[src/rtl/pma_ser_if.sv]
// Word/serial bundle between the RD FSM (master) and the TX PMA serializer (slave).
// Prbs_Sel exists only when SER_PRBS7_EN is defined.
interface pma_ser_if #(
   parameter int WIDTH = 10
);
   // Data_Valid/Data_Ready: a word transfers on every rising edge where both are high;
   // the master holds Data_10 stable while Data_Valid is high and Ready is low.
   logic [WIDTH-1:0] Data_10;
   logic             Data_Valid;
   logic             Data_Ready;
   logic             enable_PMA;
   logic             TX_Out;
   logic             Word_Start;
   logic             Underrun;
   logic             state_dbg;
`ifdef SER_PRBS7_EN
   logic             Prbs_Sel;

   modport master (
      output Data_10, Data_Valid, enable_PMA, Prbs_Sel,
      input  Data_Ready, TX_Out, Word_Start, Underrun, state_dbg
   );

   modport slave (
      input  Data_10, Data_Valid, enable_PMA, Prbs_Sel,
      output Data_Ready, TX_Out, Word_Start, Underrun, state_dbg
   );
`else
   modport master (
      output Data_10, Data_Valid, enable_PMA,
      input  Data_Ready, TX_Out, Word_Start, Underrun, state_dbg
   );

   modport slave (
      input  Data_10, Data_Valid, enable_PMA,
      output Data_Ready, TX_Out, Word_Start, Underrun, state_dbg
   );
`endif
endinterface

[src/rtl/pma_serializer.sv]
// TX PMA serializer: one-word holding register feeding an LSB-first shifter at bit rate.
// Optional PRBS7 test source (x^7+x^6+1) is built when SER_PRBS7_EN is defined.
module pma_serializer #(
   parameter int WIDTH    = 10,
   parameter bit IDLE_BIT = 1'b0
) (
   input logic       Bit_Rate_Clk,
   input logic       Rst,
   pma_ser_if.slave  ser
);

   localparam int               CW        = $clog2(WIDTH);
   localparam logic [WIDTH-1:0] IDLE_WORD = {WIDTH{IDLE_BIT}};
   localparam logic [CW-1:0]    CNT_LAST  = CW'(WIDTH - 1);

   typedef enum logic {
      IDLE  = 1'b0,
      SHIFT = 1'b1
   } state_t;

   state_t           state_q, state_d;
   logic [CW-1:0]    bit_cnt_q, bit_cnt_d;
   logic [WIDTH-1:0] shreg_q, shreg_d;
   logic [WIDTH-1:0] hold_q, hold_d;
   logic             hold_valid_q, hold_valid_d;
   logic             tx_q, tx_d;
   logic             ws_q, ws_d;
   logic             ur_q, ur_d;

   logic             load_now;
   logic             ready;
   logic             accept;
   logic             consume;
   logic [WIDTH-1:0] load_word;

`ifdef SER_PRBS7_EN
   logic [6:0]       prbs_q, prbs_d;
   logic [6:0]       prbs_walk;
   logic [WIDTH-1:0] prbs_word;
   logic             prbs_sel;

   assign prbs_sel = ser.Prbs_Sel;

   // A load takes the next WIDTH generator bits; the generator itself steps once per
   // bit, so consecutive PRBS words form one unbroken sequence on the line.
   always_comb begin
      prbs_walk = prbs_q;
      prbs_word = '0;
      for (int i = 0; i < WIDTH; i++) begin
         prbs_word[i] = prbs_walk[6] ^ prbs_walk[5];
         prbs_walk    = {prbs_walk[5:0], prbs_walk[6] ^ prbs_walk[5]};
      end
      prbs_d = ser.enable_PMA ? {prbs_q[5:0], prbs_q[6] ^ prbs_q[5]} : prbs_q;
   end
`endif

   assign load_now = ser.enable_PMA && (bit_cnt_q == '0);

`ifdef SER_PRBS7_EN
   assign ready   = prbs_sel ? ~hold_valid_q : (~hold_valid_q | load_now);
   assign consume = load_now && hold_valid_q && !prbs_sel;
`else
   assign ready   = ~hold_valid_q | load_now;
   assign consume = load_now && hold_valid_q;
`endif

   assign accept = ser.Data_Valid && ready;

   always_comb begin
      state_d      = ser.enable_PMA ? SHIFT : IDLE;
      bit_cnt_d    = bit_cnt_q;
      shreg_d      = shreg_q;
      hold_d       = hold_q;
      hold_valid_d = hold_valid_q;
      tx_d         = tx_q;
      ws_d         = 1'b0;
      ur_d         = 1'b0;
      load_word    = IDLE_WORD;

      // Clear before fill so a same-cycle write replaces the word leaving for the shifter.
      if (consume) begin
         hold_valid_d = 1'b0;
      end
      if (accept) begin
         hold_d       = ser.Data_10;
         hold_valid_d = 1'b1;
      end

      if (!ser.enable_PMA) begin
         bit_cnt_d = '0;
         tx_d      = IDLE_BIT;
         shreg_d   = IDLE_WORD;
      end else if (load_now) begin
`ifdef SER_PRBS7_EN
         if (prbs_sel) begin
            load_word = prbs_word;
         end else if (hold_valid_q) begin
            load_word = hold_q;
         end else begin
            ur_d = 1'b1;
         end
`else
         if (hold_valid_q) begin
            load_word = hold_q;
         end else begin
            ur_d = 1'b1;
         end
`endif
         tx_d      = load_word[0];
         ws_d      = 1'b1;
         shreg_d   = load_word >> 1;
         bit_cnt_d = CW'(1);
      end else begin
         tx_d      = shreg_q[0];
         shreg_d   = shreg_q >> 1;
         bit_cnt_d = (bit_cnt_q == CNT_LAST) ? '0 : bit_cnt_q + CW'(1);
      end
   end

   always_ff @(posedge Bit_Rate_Clk or posedge Rst) begin
      if (Rst) begin
         state_q      <= IDLE;
         bit_cnt_q    <= '0;
         shreg_q      <= IDLE_WORD;
         hold_q       <= '0;
         hold_valid_q <= 1'b0;
         tx_q         <= IDLE_BIT;
         ws_q         <= 1'b0;
         ur_q         <= 1'b0;
`ifdef SER_PRBS7_EN
         prbs_q       <= 7'h7F;
`endif
      end else begin
         state_q      <= state_d;
         bit_cnt_q    <= bit_cnt_d;
         shreg_q      <= shreg_d;
         hold_q       <= hold_d;
         hold_valid_q <= hold_valid_d;
         tx_q         <= tx_d;
         ws_q         <= ws_d;
         ur_q         <= ur_d;
`ifdef SER_PRBS7_EN
         prbs_q       <= prbs_d;
`endif
      end
   end

   assign ser.Data_Ready = ready;
   assign ser.TX_Out     = tx_q;
   assign ser.Word_Start = ws_q;
   assign ser.Underrun   = ur_q;
   assign ser.state_dbg  = state_q;

endmodule

[src/flat_wrapper.sv]
// flat-port wrapper written by rule: the top's interface ports become plain ports
module pma_serializer_flat 
#(
   parameter int WIDTH    = 10,
   parameter bit IDLE_BIT = 1'b0
)
  (Bit_Rate_Clk, Rst, ser_Data_10, ser_Data_Valid, ser_enable_PMA, ser_Data_Ready, ser_TX_Out, ser_Word_Start, ser_Underrun, ser_state_dbg);
  pma_ser_if #(.WIDTH(WIDTH)) ser_i ();
  input logic Bit_Rate_Clk;
  input logic Rst;
  input wire logic [$bits(ser_i.Data_10)-1:0] ser_Data_10;
  input wire logic [$bits(ser_i.Data_Valid)-1:0] ser_Data_Valid;
  input wire logic [$bits(ser_i.enable_PMA)-1:0] ser_enable_PMA;
  output wire logic [$bits(ser_i.Data_Ready)-1:0] ser_Data_Ready;
  output wire logic [$bits(ser_i.TX_Out)-1:0] ser_TX_Out;
  output wire logic [$bits(ser_i.Word_Start)-1:0] ser_Word_Start;
  output wire logic [$bits(ser_i.Underrun)-1:0] ser_Underrun;
  output wire logic [$bits(ser_i.state_dbg)-1:0] ser_state_dbg;
  assign ser_i.Data_10 = ser_Data_10;
  assign ser_i.Data_Valid = ser_Data_Valid;
  assign ser_i.enable_PMA = ser_enable_PMA;
  assign ser_Data_Ready = ser_i.Data_Ready;
  assign ser_TX_Out = ser_i.TX_Out;
  assign ser_Word_Start = ser_i.Word_Start;
  assign ser_Underrun = ser_i.Underrun;
  assign ser_state_dbg = ser_i.state_dbg;
  pma_serializer #(.WIDTH(WIDTH), .IDLE_BIT(IDLE_BIT)) u_core (.Bit_Rate_Clk(Bit_Rate_Clk), .Rst(Rst), .ser(ser_i));
endmodule
[config.mk]
export PLATFORM = sky130hd
export DESIGN_NAME = pma_serializer_flat
export DESIGN_NICKNAME = d
export VERILOG_FILES = /design/src/rtl/pma_ser_if.sv /design/src/rtl/pma_serializer.sv /design/src/flat_wrapper.sv
export SDC_FILE = /design/constraint.sdc
export NUM_CORES = 1
export LEC_CHECK = 0
export ABC_CLOCK_PERIOD_IN_PS = 1600
export BUFFER_PORTS_ARGS = -buffer_cell sky130_fd_sc_hd__buf_2
export CAP_MARGIN = 20
export CORE_AREA = 2 2 52 54
export CTS_CLUSTER_DIAMETER = 100
export DETAILED_ROUTE_END_ITERATION = 12
export DIE_AREA = 0 0 54 56
export GPL_TIMING_DRIVEN = 1
export PLACE_DENSITY_LB_ADDON = 0.1
export SYNTH_ARGS = -nofsm -noshare
export SYNTH_HDL_FRONTEND = slang
export SYNTH_SLANG_ARGS = --single-unit
[constraint.sdc]
create_clock -name Bit_Rate_Clk -period 1.6 [get_ports Bit_Rate_Clk]
set_input_delay 0.32 -clock Bit_Rate_Clk [delete_from_list [all_inputs] [get_ports Bit_Rate_Clk]]
set_output_delay 0.32 -clock Bit_Rate_Clk [all_outputs]
set_load 0.02 [all_outputs]
Yosys cells after proc, flatten, opt, wreduce, memory -nomap -nowiden
Index checks and enable logic that the tools add are counted.

Word-level logic and storage cells: 33. Flip-flop bits (word level): 29. Bits of input ports: 14. Output and inout bits: 5.

Bitwise gates (word level): 2. Mux-type cells: 16. Equal/unequal tests: 1. Add/sub/neg operators: 1. Reduce and logical (&&, ||, !) cells: 5.

Operators by type and width (count): 2-to-1 mux 10 bit (2); 2-to-1 mux 4 bit (3); 2-to-1 mux 1 bit (10); 2-to-1 mux 9 bit (1); adder 4 x 1 -> 4 bit, second input constant (1); == test 4 bit, second input constant (1); zero test 4 bit (1); logical AND 1 bit (3); nonzero test 2 bit (1); NOT 1 bit (1); OR 1 bit (1).

Depth between registers and ports, before layout
Depth in word-level cells: 5. Depth in mapped cells: 7. Gate-level depth less buffers: 7.

Worst setup path before layout
No wires, ideal clock.

Kind: register to register. Start: register u_core.bit_cnt_q[0]. End: register u_core.hold_q[0]. Path slack: -0.088 ns. Required time: 1.475 ns. Stages on the path, launching flop included: 8. Clock period less this slack: 1.688 ns. Path buffers: 0. Arrival time: 1.563 ns. Setup time: 0.125 ns. Path through: dfrtp_1 -> inv_1 -> ha_1 -> nor3b_2 -> nand2_2 -> inv_2 -> o21ai_4 -> mux2_2.

Word-level cells in the longest chain between the ends: 4.

Ends and longest elaborated chain: start, declared (RTL line pma_serializer.sv:22) `logic [CW-1:0] bit_cnt_q, bit_cnt_d;`; start signal, assigned (RTL line pma_serializer.sv:135) `bit_cnt_q <= bit_cnt_d;`; zero test 4 bit (RTL line pma_serializer.sv:57) `assign load_now = ser.enable_PMA && (bit_cnt_q == '0);`; logical AND 1 bit (RTL line pma_serializer.sv:57); OR 1 bit (RTL line pma_serializer.sv:63) `assign ready = ~hold_valid_q | load_now;`; logical AND 1 bit (RTL line pma_serializer.sv:67) `assign accept = ser.Data_Valid && ready;`; end signal, assigned (RTL line pma_serializer.sv:137) `hold_q <= hold_d;`; end, declared (RTL line pma_serializer.sv:24) `logic [WIDTH-1:0] hold_q, hold_d;`.

No other way between the ends. A chain may end at the register's enable or synchronous reset.

Final worst setup path
Start: register u_core.bit_cnt_q[1]. End: output port ser_Data_Ready.

Word-level cells in the longest chain between the ends: 3.

Ends and longest elaborated chain: zero test 4 bit (RTL line pma_serializer.sv:57); logical AND 1 bit (RTL line pma_serializer.sv:57); OR 1 bit (RTL line pma_serializer.sv:63); end, declared (RTL line flat_wrapper.sv:14) `output wire logic [$bits(ser_i.Data_Ready)-1:0] ser_Data_Ready;`.

No other way between the ends.

==> results.md <==
- Sorting the synthesized cells by area gives the leading types as sky130_fd_sc_hd__dfrtp_1 (63%), sky130_fd_sc_hd__mux2_2 (10%), sky130_fd_sc_hd__a22o_1 (7.0%).
- The number of clock sinks is 28.
- The kind of end point of the critical path is a primary output.
- The mean number of vias per cell is 5.056.
- The pin count of the biggest net entering global routing is 29.
- The die area is 3024 µm².
- Detailed routing inserted a total of 723 vias.
- The repair_antennas step left the layout with diodes totalling 0.
- Based on the critical path, the design can be clocked at up to 0.5399 GHz.
- Setup violations remaining at the end of the flow were counted as 23.
- The total standard cell area after synthesis is 1119 µm².
- The count of nets left with antenna violations once routing finished came out at 0.
- The data arrival time of the critical path is 1.53 ns.
- The count of cells in the finished layout, fillers not included, comes to 143.
- The predominant post-synthesis flop cell is sky130_fd_sc_hd__dfrtp_1.
- The flow ran to the end, but the final reports show violations.
- The largest individual stage delay along the critical path comes from the cell sky130_fd_sc_hd__dfrtp_1.
- A synthesized cell averages 13.81 µm².
- The final net count is 131.
- The largest area contributor in the synthesized netlist is sky130_fd_sc_hd__dfrtp_1.
- The transition time of the tightest slew-check pin is 0.8102 ns.
- The total leakage power is 0.7107 nW.
- The effective utilization at floorplan is 0.4599.
- VDD sags by at most 828.2 µV.
- The max capacitance violation total is 0.
- The final layout contains routed wiring with a total length of 1933 µm.
- The final worst-path cycle share is 1.158.
- In this run the standard cell core region covers 2432 µm².
- Of all flip-flops after synthesis, the portion carrying an async set or reset was 1.000.
- The floorplan has 18 rows.
- The count of placed standard cells including taps is 135.
- In this run the worst path has a maximum fanout of 3.
- The number of global-route vias before repair was 725.
- The worst max-slew margin expressed relative to the limit is 0.4587.
- The net count after synthesis is 98.
- The min-delay analysis places its worst path in the category input pin to asynchronous set/reset pin.
- The number of port buffers is 18.
- The total number of H-tree levels is 1.
- After layout, the worst setup slack is -0.2521 ns.
- The worst path in the final design needs a cycle of 1.852 ns, including I/O delays and setup.
- Walking the worst path, the cells encountered are inv_2 > ha_4 > nor3b_4 > nand2_2 > buf_6 > nand2_2 > buf_6.
- At the end of routability-driven placement, the weighted congestion stood at 0.7586.
- Setup repair after global routing could not meet its margin everywhere.
- The warning count from the yosys run is 0.
- Pin placement for this block handled 19 I/O pins.
- The final global-route overflow total is 0.
- Summing all placed instances gives a cell area of 1321 µm².
- The number of iterations in the first detailed-routing pass is 3.
- In the final routed layout, each cell accounts on average for 13.52 µm.
- On the worst path, the slowest cell contributes a delay of 0.41 ns.
- Relative to the synthesized area, the layout overhead comes to 27.74%.
- The finished cells cover 1429 µm².
- The die is 54 µm wide.
- The half-perimeter wire length after detailed placement is 1315 µm.
- Dividing total power by cell area gives a power density of 1143 nW/µm².
- For this run, design rule violations remaining after detail routing come to 0.
- The clock skew is 0.006400 ns.
- Synthesis inferred 28 register bits.
- For this block, the initial DRC count from the detailed router was 7.
- The post-synthesis cell type count is 23.
- The total power is 1.633 mW.
- The final-report max-slew violation count came to 0.
- Setup slack on the worst reg-to-reg path comes out at -0.22 ns.
- Synthesis produced a netlist whose cell count is 81.
- The wire length of the first global-routing pass is 3339 µm.
- The worst setup slack after placement is -0.09125 ns.
- Of the synthesized area, sequential elements account for 0.6264.
- In this run, synthesis inferred 0 flip-flops with an integrated enable.
- For the worst setup path, the data required time is 1.28 ns.
- Measured along the y axis, the die boundary spans 56 µm.
- The hold violation total from the final report is 0.
- For the worst-skew pair, the clock arrives at the later sink with an insertion delay of 0.32 ns.
- The critical path contains buffers and inverters numbering 3 combined.
- The kind of cell with the highest combined delay on the critical path is flip-flops.
- The maximum count of clock buffers along a single path is 2.
- The clock root buffer is sky130_fd_sc_hd__clkbuf_4.
- The type of the worst setup path is flip-flop to primary output.
- The filler cells instantiated in the layout total 205.
- sky130_fd_sc_hd__dfrtp_1 is the most common cell in the netlist.
- In the global route stage, overall resource usage came out at 0.1516.
- The total clock buffers created by CTS is 3.
- In the final layout, the share of cells above drive strength 1 is 0.4602.
- After clock tree synthesis, the clock-pin slew on the worst setup and hold paths is 0.14 ns.
- The startpoint type of the worst setup path is a flip-flop.
- Final hold analysis gives a worst-case slack of 0.02215 ns.
- The checks that failed: setup timing.
- The commonest cells after synthesis are sky130_fd_sc_hd__dfrtp_1 (28), sky130_fd_sc_hd__mux2_2 (10), sky130_fd_sc_hd__a22o_1 (9).
- The TritonCTS clock tree is done.
- The share of synthesized area in the top cell type comes to 0.6264.
- The initial antenna violation count is 0.
[power breakdown]
part	internal (mW)	leakage [nW]	switching, mW
logic	0.176	0.329	0.131
registers	0.821	0.354	0.0543
clock network	0.253	0.0279	0.196
[tightest hold or removal path: stages]
cell	delay (ns)
sky130_fd_sc_hd__buf_2	0.09
sky130_fd_sc_hd__inv_1	0.04
sky130_fd_sc_hd__buf_4	0.32
[cell usage in the layout (no fill, tap or decap), types with 2 or more instances in the layout]
cell type and instances:
sky130_fd_sc_hd__a21oi_1 4, sky130_fd_sc_hd__a22o_1 9, sky130_fd_sc_hd__and3_1 3, sky130_fd_sc_hd__dfrtp_1 28, sky130_fd_sc_hd__nand2_2 2, sky130_fd_sc_hd__nor2b_1 2
sky130_fd_sc_hd__buf_4 10, sky130_fd_sc_hd__inv_1 3, sky130_fd_sc_hd__ha_1 2, sky130_fd_sc_hd__mux2_2 9, sky130_fd_sc_hd__buf_6 2, sky130_fd_sc_hd__inv_2 2
sky130_fd_sc_hd__buf_2 17, sky130_fd_sc_hd__clkbuf_4 3
[stage by stage]
step | util | setup TNS (ns)
CTS | 0.5813 | -2.279
global route | 0.5874 | -5.878
finish | 0.5874 | -3.322
detailed placement | 0.5432 | -0.9632
global placement | 0.5432 | -0.2926
floorplan | - | -0.6721
[repair_timing]
item | CTS | global route
gates resized for setup | 8 | 0
pin swaps | 2 | 1
hold buffers | 0 | 0
buffers inserted | 2 | 3
endpoints found under the setup margin | 23 | 23
[flip-flops by register name, indices dropped and copies added, names as in the netlist]
| signal | cells |
|---|---|
| u_core.shreg_q | 9 |
| u_core.ser.Word_Start | 1 |
| u_core.ser.TX_Out | 1 |
| u_core.bit_cnt_q | 4 |
| u_core.hold_q | 10 |
| u_core.hold_valid_q | 1 |
| u_core.ser.Underrun | 1 |
| u_core.ser.state_dbg | 1 |
[path summary, 6_finish.rpt]
check / start / end / cells past startpoint
setup / recovery: u_core.bit_cnt_q[1] / ser_Data_Ready / 7
max in group asynchronous: Rst / u_core.bit_cnt_q[2] / 3
hold reg to reg: u_core.shreg_q[3] / u_core.shreg_q[2] / 1
hold / removal: Rst / u_core.shreg_q[5] / 3
min in group Bit_Rate_Clk: ser_enable_PMA / u_core.ser.state_dbg / 1
setup reg to reg: u_core.bit_cnt_q[1] / u_core.hold_q[1] / 10
[kinds of logic after synthesis]
logic type | synth area share
AND/OR/NAND/NOR | 0.07719
adder cells (fa/ha/maj) | 0.03356
multiplexers | 0.1096
flip-flops | 0.6264
buffers and inverters | 0.02908
AO/OA/AOI/OAI | 0.1242
[routing by layer]
metal / wire length, µm / track usage
met1: 939 / 0.2094
met2: 904 / 0.2213
met3: 69 / 0.05645
met4: 19 / 0.04286
met5: 0 / 0
[layout make-up]
type | count | area, µm² | area share
Clock buffer | 3 | 22.52 | 0.01576
Tap cell | 30 | 37.54 | 0.02627
Multi-Input combinational cell | 45 | 410.4 | 0.2872
Sequential cell | 28 | 700.7 | 0.4904
Timing Repair Buffer | 30 | 202.7 | 0.1419
Inverter | 6 | 25.02 | 0.01751
Clock inverter | 1 | 30.03 | 0.02102
Note: power is estimated with default switching activity, not from simulation.
